==> src/rtl/regfile_pkg.sv <==
// regfile_pkg: shared register-file constants, arbiter state type and writability check.
package regfile_pkg;

    localparam logic [4:0] REG_ZERO = 5'd0;
    localparam logic [4:0] REG_PC = 5'd15;
    localparam int NUM_SCALAR_REGS = 16;

    typedef enum logic [1:0] {IDLE, HOLD, FORCE} wr_arb_state_t;

    function automatic logic is_writable_scalar(input logic [4:0] addr);
        return !addr[4] && (addr != REG_ZERO) && (addr != REG_PC);
    endfunction

endpackage

==> src/rtl/regfile_write_arbiter.sv <==
// regfile_write_arbiter: shares the register file write port between writeback and an external producer.
module regfile_write_arbiter
    import regfile_pkg::*;
#(
    parameter int N = 32,
    parameter int MAX_WAIT = 4
) (
    input  logic         clk,
    input  logic         rst,
    input  logic         wb_we,
    input  logic [4:0]   wb_addr,
    input  logic [N-1:0] wb_data,
    input  logic         ext_valid,
    input  logic [4:0]   ext_addr,
    input  logic [N-1:0] ext_data,
    output logic         ext_ready,
    output logic         rf_we,
    output logic [4:0]   rf_addr,
    output logic [N-1:0] rf_data,
    output logic         stall_o
);

    localparam int CW = $clog2(MAX_WAIT + 1);
    localparam logic [CW-1:0] CNT_MAX = CW'(MAX_WAIT);
    localparam logic [CW-1:0] FORCE_AT = CW'(MAX_WAIT - 1);

    wr_arb_state_t state_q, state_d;
    logic [CW-1:0] cnt_q, cnt_d, cnt_inc;
    logic [4:0]    hold_addr_q, hold_addr_d;
    logic [N-1:0]  hold_data_q, hold_data_d;
    logic          stall_q, stall_d;
    logic          rf_we_q, rf_we_d;
    logic [4:0]    rf_addr_q, rf_addr_d;
    logic [N-1:0]  rf_data_q, rf_data_d;
    logic          grant_wb, grant_hold;
    logic [4:0]    sel_addr;
    logic [N-1:0]  sel_data;

    assign cnt_inc = (cnt_q == CNT_MAX) ? cnt_q : cnt_q + CW'(1);

    always_comb begin
        state_d = state_q;
        cnt_d = cnt_q;
        hold_addr_d = hold_addr_q;
        hold_data_d = hold_data_q;
        stall_d = 1'b0;
        grant_wb = 1'b0;
        grant_hold = 1'b0;
        case (state_q)
            IDLE: begin
                grant_wb = wb_we;
                if (ext_valid) begin
                    hold_addr_d = ext_addr;
                    hold_data_d = ext_data;
                    state_d = HOLD;
                end
            end
            HOLD: begin
                if (!wb_we) begin
                    grant_hold = 1'b1;
                    cnt_d = '0;
                    state_d = IDLE;
                end else begin
                    grant_wb = 1'b1;
                    cnt_d = cnt_inc;
                    // Stall is registered so the pipeline freezes in the cycle the held write wins.
                    if (cnt_inc >= FORCE_AT) begin
                        stall_d = 1'b1;
                        state_d = FORCE;
                    end
                end
            end
            FORCE: begin
                grant_hold = 1'b1;
                cnt_d = '0;
                state_d = IDLE;
            end
            default: state_d = IDLE;
        endcase
        sel_addr = grant_hold ? hold_addr_q : wb_addr;
        sel_data = grant_hold ? hold_data_q : wb_data;
        rf_we_d = (grant_wb || grant_hold) && is_writable_scalar(sel_addr);
        rf_addr_d = rf_we_d ? sel_addr : rf_addr_q;
        rf_data_d = rf_we_d ? sel_data : rf_data_q;
    end

    always_ff @(posedge clk or posedge rst) begin
        if (rst) begin
            state_q <= IDLE;
            cnt_q <= '0;
            hold_addr_q <= '0;
            hold_data_q <= '0;
            stall_q <= 1'b0;
            rf_we_q <= 1'b0;
            rf_addr_q <= '0;
            rf_data_q <= '0;
        end else begin
            state_q <= state_d;
            cnt_q <= cnt_d;
            hold_addr_q <= hold_addr_d;
            hold_data_q <= hold_data_d;
            stall_q <= stall_d;
            rf_we_q <= rf_we_d;
            rf_addr_q <= rf_addr_d;
            rf_data_q <= rf_data_d;
        end
    end

    assign ext_ready = (state_q == IDLE);
    assign stall_o = stall_q;
    assign rf_we = rf_we_q;
    assign rf_addr = rf_addr_q;
    assign rf_data = rf_data_q;

endmodule

==> config.mk <==
export PLATFORM = sky130hd
export DESIGN_NAME = regfile_write_arbiter
export DESIGN_NICKNAME = d
export VERILOG_FILES = /design/src/rtl/regfile_pkg.sv /design/src/rtl/regfile_write_arbiter.sv
export SDC_FILE = /design/constraint.sdc
export NUM_CORES = 1
export LEC_CHECK = 0
export BUFFER_PORTS_ARGS = -buffer_cell sky130_fd_sc_hd__buf_2
export CAP_MARGIN = 10
export CORE_ASPECT_RATIO = 1.5
export CORE_MARGIN = 2
export CORE_UTILIZATION = 52
export CTS_CLUSTER_SIZE = 12
export DETAILED_ROUTE_END_ITERATION = 16
export GPL_ROUTABILITY_DRIVEN = 0
export PLACE_DENSITY_LB_ADDON = 0.1
export SLEW_MARGIN = 20
export SYNTH_ARGS = -nofsm -noshare
export SYNTH_HDL_FRONTEND = slang
export SYNTH_SLANG_ARGS = --single-unit
==> constraint.sdc <==
create_clock -name clk -period 3.16 [get_ports clk]
set_input_delay 0.632 -clock clk [delete_from_list [all_inputs] [get_ports clk]]
set_output_delay 0.632 -clock clk [all_outputs]
set_load 0.02 [all_outputs]
==> key figures, run 1 <==
GRT
  • First-pass GRT wire length: 15.81 mm
  • Initial antenna violation count: 0
  • Vias in the first global route: 3,200
  • Total track usage: 24.76%
  • Largest net degree at the start of global routing: 49
  • Gr ovfl total: 0

Clock tree
  • Cts repair resizes: 0
  • CTS root buf: clkbuf_16
  • Post-CTS Setup Inserts: 0
  • Worst-path clk slew: 0.05 ns
  • Cts hold-fix bufs: 0
  • Clk_lat worst skew: 0.33 ns
  • Clk buf depth: 2
  • H-tree depth: 3
  • CTS tree: built
  • CTS Buf Count: 9
  • CTS Sinks: 81

Power and ir drop
  • Internal portion of total power: 3.027 mW
  • P_sw: 1.992 mW
  • Comb power frac: 43.8%
  • Sequential share of power: between 30% and 40%
  • Max VDD drop: 0.5711 mV
  • Pwr dens: just over 1000 nW/µm²
  • Share of total power in the clock network: 19.6%
  • Switching share of power: between 30% and 40%
  • Static leakage: 2.301 nW

Logic synthesis
  • Ys Warns: 0
  • Post-Synth XOR/XNOR Area: 0%
  • Post-Syn Area per Cell: 11.73 µm²
  • Synth top area cells: dfrtp_1 51%, o221ai_2 11%, mux2_2 10%
  • Largest family of logic cells by synthesized area: compound AO/OA/AOI/OAI gates
  • Yosys reg bits: 81
  • Proportion of synthesized area in mux cells: 10.45%
  • Ys async rst share: 100.0%
  • Synth Area in Simple Gates: a little under a tenth
  • Sequential share of the synthesized area: 50.83%
  • Post-synth top flop: dfrtp_1
  • Area share of fa/ha/maj cells after synthesis: roughly 1.9%
  • Number of enable flip-flop cells after synthesis: 0
  • Post-synth top area share: 50.83%
  • Cell variety after synth: 33
  • Compound-Gate Fraction of Synth Area: 19.77%
  • Yosys top cell by area: dfrtp_1
  • Cell area after synthesis: approximately 4000 µm²
  • Most frequent cell after synthesis: dfrtp_1
  • Mapped Cells: 340
  • Mapped Nets: approximately 420
  • Post-synth top cells: 81 x dfrtp_1, 42 x inv_1, 38 x o21ai_0, 37 x mux2_2, 34 x nand4_1

Detailed routing
  • Top sig layer: met4
  • Detailed-route wire length per cell: 17.49 µm
  • Routed Antenna Nets: 0
  • DR WL met2: 4.858 mm
  • Initial DRC Count: approximately 230
  • Metal3 WL: around 500 µm
  • DR vias/cell: 5.797
  • Routed vias: 3,177
  • Metal-1 WL: just under 4 mm
  • Initial DRT Pass Iterations: 5
  • # DRC: 0
  • Total Wirelength: between 9 and 10 mm

Floorplan
  • Die Footprint: between 8000 and 9000 µm²
  • Horiz. Die Dim: 75.50 µm
  • IO Pins: 118
  • Initial Util: 53.06%
  • FP Rows: 39
  • Die height: ~110 µm
  • Core area: 7515 µm²

Timing
  • RSZ-0062 raised after global routing: false
  • Fmax: about 410 MHz
  • Worst-margin pin slew: 1.083 ns
  • Skew final: 0.005624 ns
  • Number of max-slew violations in the final report: 0
  • Final cycle utilization of the critical path: 76.28%
  • Slew HR: 27.77%
  • Fin crit period: about 2.4 ns
  • Final hold vios: 0
  • Setup tns final: 0 ns
  • Endpoints failing setup: 0

Critical path
  • Worst EP arrival: around 2.6 ns
  • Crit path cell chain: inv_1, ha_1, o21ai_4, buf_4, and3_4, o221ai_1
  • Crit. End Element: flop
  • Startpoint types: flop
  • Crit path launch: state_q[0]$_DFFE_PP0P_
  • Reg2Reg Capture Point: rf_data[30]$_DFFE_PP0P_
  • CP Data Required Time: 3.33 ns
  • Crit path max fanout: 36
  • Crit-path max cell delay: 0.69 ns
  • R2R cell count: 6
  • Worst setup endpoint: rf_data[30]$_DFFE_PP0P_
  • Worst r2r src: state_q[0]$_DFFE_PP0P_
  • CP Class: flop to flop
  • Reg-to-reg slack, setup: 0.75 ns
  • CP max stage cell: and3_4

Flow run
  • Max Cap Violations: 0

Final layout
  • Antenna cell count: 0
  • Layout cell share with drive strength beyond 1: 47.76%
  • Area Overhead vs Synth: 22.53%
  • Layout Utilization: 65.02%
  • Fin cells: approximately 550
  • Nets: ~530

Placed design
  • DP Wirelength: 6.422 mm
  • IO buf count: between 100 and 150
  • Post-Place Cells: 535

Outcome
  • Status: finished clean

Worst hold path
  • Worst min-delay path class: input pin to async pin
-- registers in the layout, indices dropped and copies added, names as in the netlist --
signal	count
rf_we	1
cnt_q	3
hold_data_q	32
rf_addr	5
state_q	2
rf_data	32
hold_addr_q	5
stall_o	1
-- through the flow --
stage	area [µm²]	hold WS [ns]	setup slack, ns	total power, mW
after floorplan	3988	0.4794	0.4479	3.420
after global placement	4613	0.4881	0.7935	3.975
after detailed placement	4613	0.4935	0.7476	4.059
after CTS	4886	0.4658	0.7458	5.056
after global routing	4886	0.5012	0.5568	5.360
final	4886	0.4383	0.7494	5.019
-- critical path: cells and delay by family (launching register included) --
family          cells  cell delay (ns)
compound gates      2             0.34
fa+ha+maj           1             0.41
buf+inv             2             0.42
flops               1             0.39
simple gates        1             0.69
-- cell type report --
class | instances | area, µm²
fillers | 637 | 2629
flip-flops and latches | 81 | 2027
multi-input cells | 187 | 1669
repair buffers | 123 | 630.6
clock buffers | 9 | 225.2
inverters | 42 | 158.9
well taps | 102 | 127.6
clock inverters | 4 | 47.55
-- layout by cell type (no fill, tap or decap) --
| master | n |
|---|---|
| o41ai_4 | 1 |
| nand2_1 | 4 |
| nand3_1 | 6 |
| a41oi_2 | 1 |
| ha_1 | 6 |
| nand2b_1 | 2 |
| nor2_1 | 4 |
| o21ai_4 | 1 |
| a211oi_1 | 1 |
| dfrtp_1 | 81 |
| nand2_2 | 1 |
| inv_1 | 41 |
| o221ai_2 | 30 |
| o21ai_0 | 38 |
| o221ai_1 | 6 |
| nor4bb_4 | 1 |
| buf_2 | 117 |
| a21oi_1 | 2 |
| or4_4 | 1 |
| a221oi_1 | 1 |
| nand3b_1 | 1 |
| and3_4 | 1 |
| nor2b_1 | 2 |
| clkbuf_16 | 9 |
| mux2_2 | 37 |
| nand4_1 | 34 |
| a31oi_1 | 2 |
| clkinvlp_4 | 1 |
| bufinv_16 | 1 |
| and3_1 | 1 |
| a22oi_1 | 1 |
| or2_2 | 2 |
| clkinv_2 | 3 |
| buf_4 | 6 |
-- cell families (layout without fill, tap and decap cells) --
family	count (synthesis)	in the layout
compound gates	84	84
flops	81	81
buf+inv	72	178
simple gates	60	60
mux	37	37
fa+ha+maj	6	6
-- metal layers --
metal,global-route usage (%),up-vias
met5,0,-
met4,12.05,0
met3,4.818,22
met2,38.67,129
met1,32.21,1567
li1,-,1459
-- worst min path at each step --
stage | from | depth (start not counted) | slack [ns] | endpoint
after floorplan | hold_data_q[0]$_DFFE_PP0P_ | 1 | 0.48 | hold_data_q[0]$_DFFE_PP0P_
after global placement | hold_data_q[31]$_DFFE_PP0P_ | 1 | 0.49 | hold_data_q[31]$_DFFE_PP0P_
after detailed placement | hold_data_q[11]$_DFFE_PP0P_ | 1 | 0.49 | hold_data_q[11]$_DFFE_PP0P_
after CTS | rst | 2 | 0.47 | hold_data_q[18]$_DFFE_PP0P_
after global routing | rst | 2 | 0.50 | hold_data_q[16]$_DFFE_PP0P_
final | rst | 2 | 0.44 | hold_data_q[16]$_DFFE_PP0P_
-- power groups by stage --
stage                     logic [mW]  clock network, mW  registers [mW]
after global routing            2.42               1.04            1.90
after CTS                       2.21               1.00            1.84
final                           2.20              0.981            1.84
after floorplan                 1.36                  0            2.06
after global placement          2.14                  0            1.84
after detailed placement        2.20                  0            1.86
No activity file was read; power rests on OpenSTA's default activity.
==> inputs of run 2 (changes only) <==
clock period = 2.36 ns   (was 3.16 ns; I/O delays follow)
==> run 2 against run 1 <==
Sequential power up 34%. Sequential share of layout area down 0.83 points. Flip-flop and latch count unchanged. Combinational power up 36%. Clock power up 34%. Power up 35%.
==> key figures, run 2 (synthesis results as in run 1) <==
Power and ir drop
  • P_sw: 2.694 mW (+35%)
  • Switching share of power: 39.82% (+0.12 points)
  • Max VDD drop: 0.8147 mV (+43%)
  • Sequential share of power: 36.3% (-0.4 points)
  • Pwr dens: 1357 nW/µm² (+32%)
  • Internal portion of total power: 4.072 mW (+35%)
  • Share of total power in the clock network: 19.3% (-0.3 points)
  • Static leakage: 2.344 nW (+1.9%)
  • Comb power frac: 44.4% (+0.6 points)

Floorplan
  • Horiz. Die Dim: 75.50 µm (unchanged)
  • Initial Util: 53.06% (unchanged)
  • IO Pins: 118 (unchanged)
  • Die Footprint: 8399 µm² (unchanged)
  • Core area: 7515 µm² (unchanged)
  • Die height: 111.3 µm (unchanged)
  • FP Rows: 39 (unchanged)

Clock tree
  • Clk buf depth: 2 (unchanged)
  • Cts repair resizes: 0 (unchanged)
  • H-tree depth: 3 (unchanged)
  • CTS tree: built
  • CTS Sinks: 81 (unchanged)
  • Clk_lat worst skew: 0.33 ns (about the same)
  • Cts hold-fix bufs: 0 (unchanged)
  • Worst-path clk slew: 0.06 ns (about the same)
  • Post-CTS Setup Inserts: 0 (unchanged)
  • CTS Buf Count: 9 (unchanged)
  • CTS root buf: clkbuf_16

Critical path
  • R2R cell count: 7 (+1)
  • Crit path cell chain: inv_1, ha_1, nor2b_1, o21ai_4, or2_2, buf_4, o221ai_2
  • CP Class: flop to flop
  • CP max stage cell: or2_2
  • Crit-path max cell delay: 0.49 ns (-0.20 ns)
  • Crit. End Element: flop
  • CP Data Required Time: 2.61 ns (-0.72 ns)
  • Crit path max fanout: 16 (-56%)
  • Worst EP arrival: 2.31 ns (-0.27 ns)
  • Startpoint types: flop

GRT
  • Largest net degree at the start of global routing: 82 (+67%)
  • Total track usage: 24.91% (+0.15 points)
  • First-pass GRT wire length: 15.89 mm (+0.48%)
  • Gr ovfl total: 0 (unchanged)
  • Initial antenna violation count: 0 (unchanged)
  • Vias in the first global route: 3,358 (+4.9%)

Final layout
  • Most frequent cells in the layout: 117 x buf_2, 81 x dfrtp_1, 41 x inv_1, 38 x o21ai_0, 37 x mux2_2
  • Area Overhead vs Synth: 25.04%
  • Antenna cell count: 0 (unchanged)
  • Layout cell share with drive strength beyond 1: 48.68% (+0.92 points)
  • Nets: 533 (+0.95%)
  • Leading cell type in the layout, fill and taps excluded: buf_2

Timing
  • Skew final: 0.003057 ns (-0.002568 ns)
  • Number of max-slew violations in the final report: 0 (unchanged)
  • Post-layout worst setup margin: 0.2920 ns (-0.4575 ns)
  • Endpoints failing setup: 0 (unchanged)
  • Slew HR: 62.94% (+35 points)
  • Fmax: 483.5 MHz (+17%)
  • Fin crit period: 2.068 ns (-0.3425 ns)
  • RSZ-0062 raised after global routing: false
  • Worst-margin pin slew: 0.5558 ns (-0.5276 ns)
  • Setup tns final: 0 ns (unchanged)
  • Final cycle utilization of the critical path: 87.63% (+11 points)
  • Final hold vios: 0 (unchanged)

Flow run
  • Max Cap Violations: 0 (unchanged)

Detailed routing
  • DR vias/cell: 5.700 (-1.7%)
  • Routed Antenna Nets: 0 (unchanged)
  • Routed vias: 3,169 (-0.25%)
  • # DRC: 0 (unchanged)
  • Total Wirelength: 9.498 mm (-0.92%)
  • Initial DRT Pass Iterations: 6 (+1)
  • Initial DRC Count: 232 (-0.85%)
  • Detailed-route wire length per cell: 17.08 µm (-2.3%)

Placed design
  • Worst slack, placed: 0.3000 ns (-0.4475 ns)
  • DP Wirelength: 6.513 mm (+1.4%)
  • IO buf count: 117 (unchanged)

Worst hold path
  • Worst min-delay path class: input pin to async pin

Outcome
  • Status: finished clean
run 2: cell types whose count changed in the layout (fill, tap and decap cells not counted), sizes merged:
cell      before  now
bufinv         1    0
clkinvlp       1    3
buf          123  128
clkbuf         9   11
run 2: worst paths after layout:
kind,startpoint,endpoint,slack [ns]
worst min register to register,hold_data_q[10]$_DFFE_PP0P_,hold_data_q[10]$_DFFE_PP0P_,0.50
worst min-delay path,rst,rf_data[10]$_DFFE_PP0P_,0.25
worst max register to register,state_q[1]$_DFFE_PP0P_,rf_data[4]$_DFFE_PP0P_,0.29
max in group asynchronous,rst,hold_data_q[27]$_DFFE_PP0P_,1.78
min in group clk,ext_data[4],hold_data_q[4]$_DFFE_PP0P_,0.37
worst max-delay path,state_q[1]$_DFFE_PP0P_,rf_data[4]$_DFFE_PP0P_,0.29
run 2: area by class of cell:
cell class / count / area [µm²]
clock buffers: 11 / 252.7
clock inverters: 5 / 30.03
fillers: 621 / 2529
inverters: 42 / 161.4
multi-input cells: 187 / 1669
flip-flops and latches: 81 / 2027
well taps: 102 / 127.6
repair buffers: 128 / 718.2
run 2: stage by stage:
step	utilization [%]	instance area, µm²	power, mW	hold slack, ns	instances
2_1_floorplan	-	3991	4.580	0.4794	340
3_3_place_gp	62.59	4703	5.392	0.4897	540
3_5_place_dp	62.59	4703	5.495	0.4898	540
4_1_cts	66.35	4986	6.823	0.2757	556
5_1_grt	66.35	4986	7.224	0.2959	556
6_report	66.35	4986	6.766	0.2526	556
run 2: power by group through the flow:
stage          sequential [mW]  combinational (mW)  clock (mW)
6_report                  2.46                3.00        1.31
5_1_grt                   2.55                3.29        1.38
4_1_cts                   2.46                3.03        1.33
3_5_place_dp              2.48                3.01           0
3_3_place_gp              2.45                2.94           0
2_1_floorplan             2.76                1.82           0
run 2: routing by layer:
metal / wire length, µm / GRT usage, % / vias up
met3: 407 / 4.182 / 32
met1: 3747 / 30.07 / 1559
met5: 0 / 0 / -
li1: - / - / 1476
met4: 400 / 14.04 / 0
met2: 4942 / 40.64 / 102
run 2: worst max-delay path: cells and delay by family, from the launching register on:
family                     cells  cell delay, ns
and+or+nand+nor                2            0.74
buffers and inverters          2            0.38
DFF                            1            0.38
adders and majority gates      1            0.22
AOI/OAI and AO/OA              2            0.27
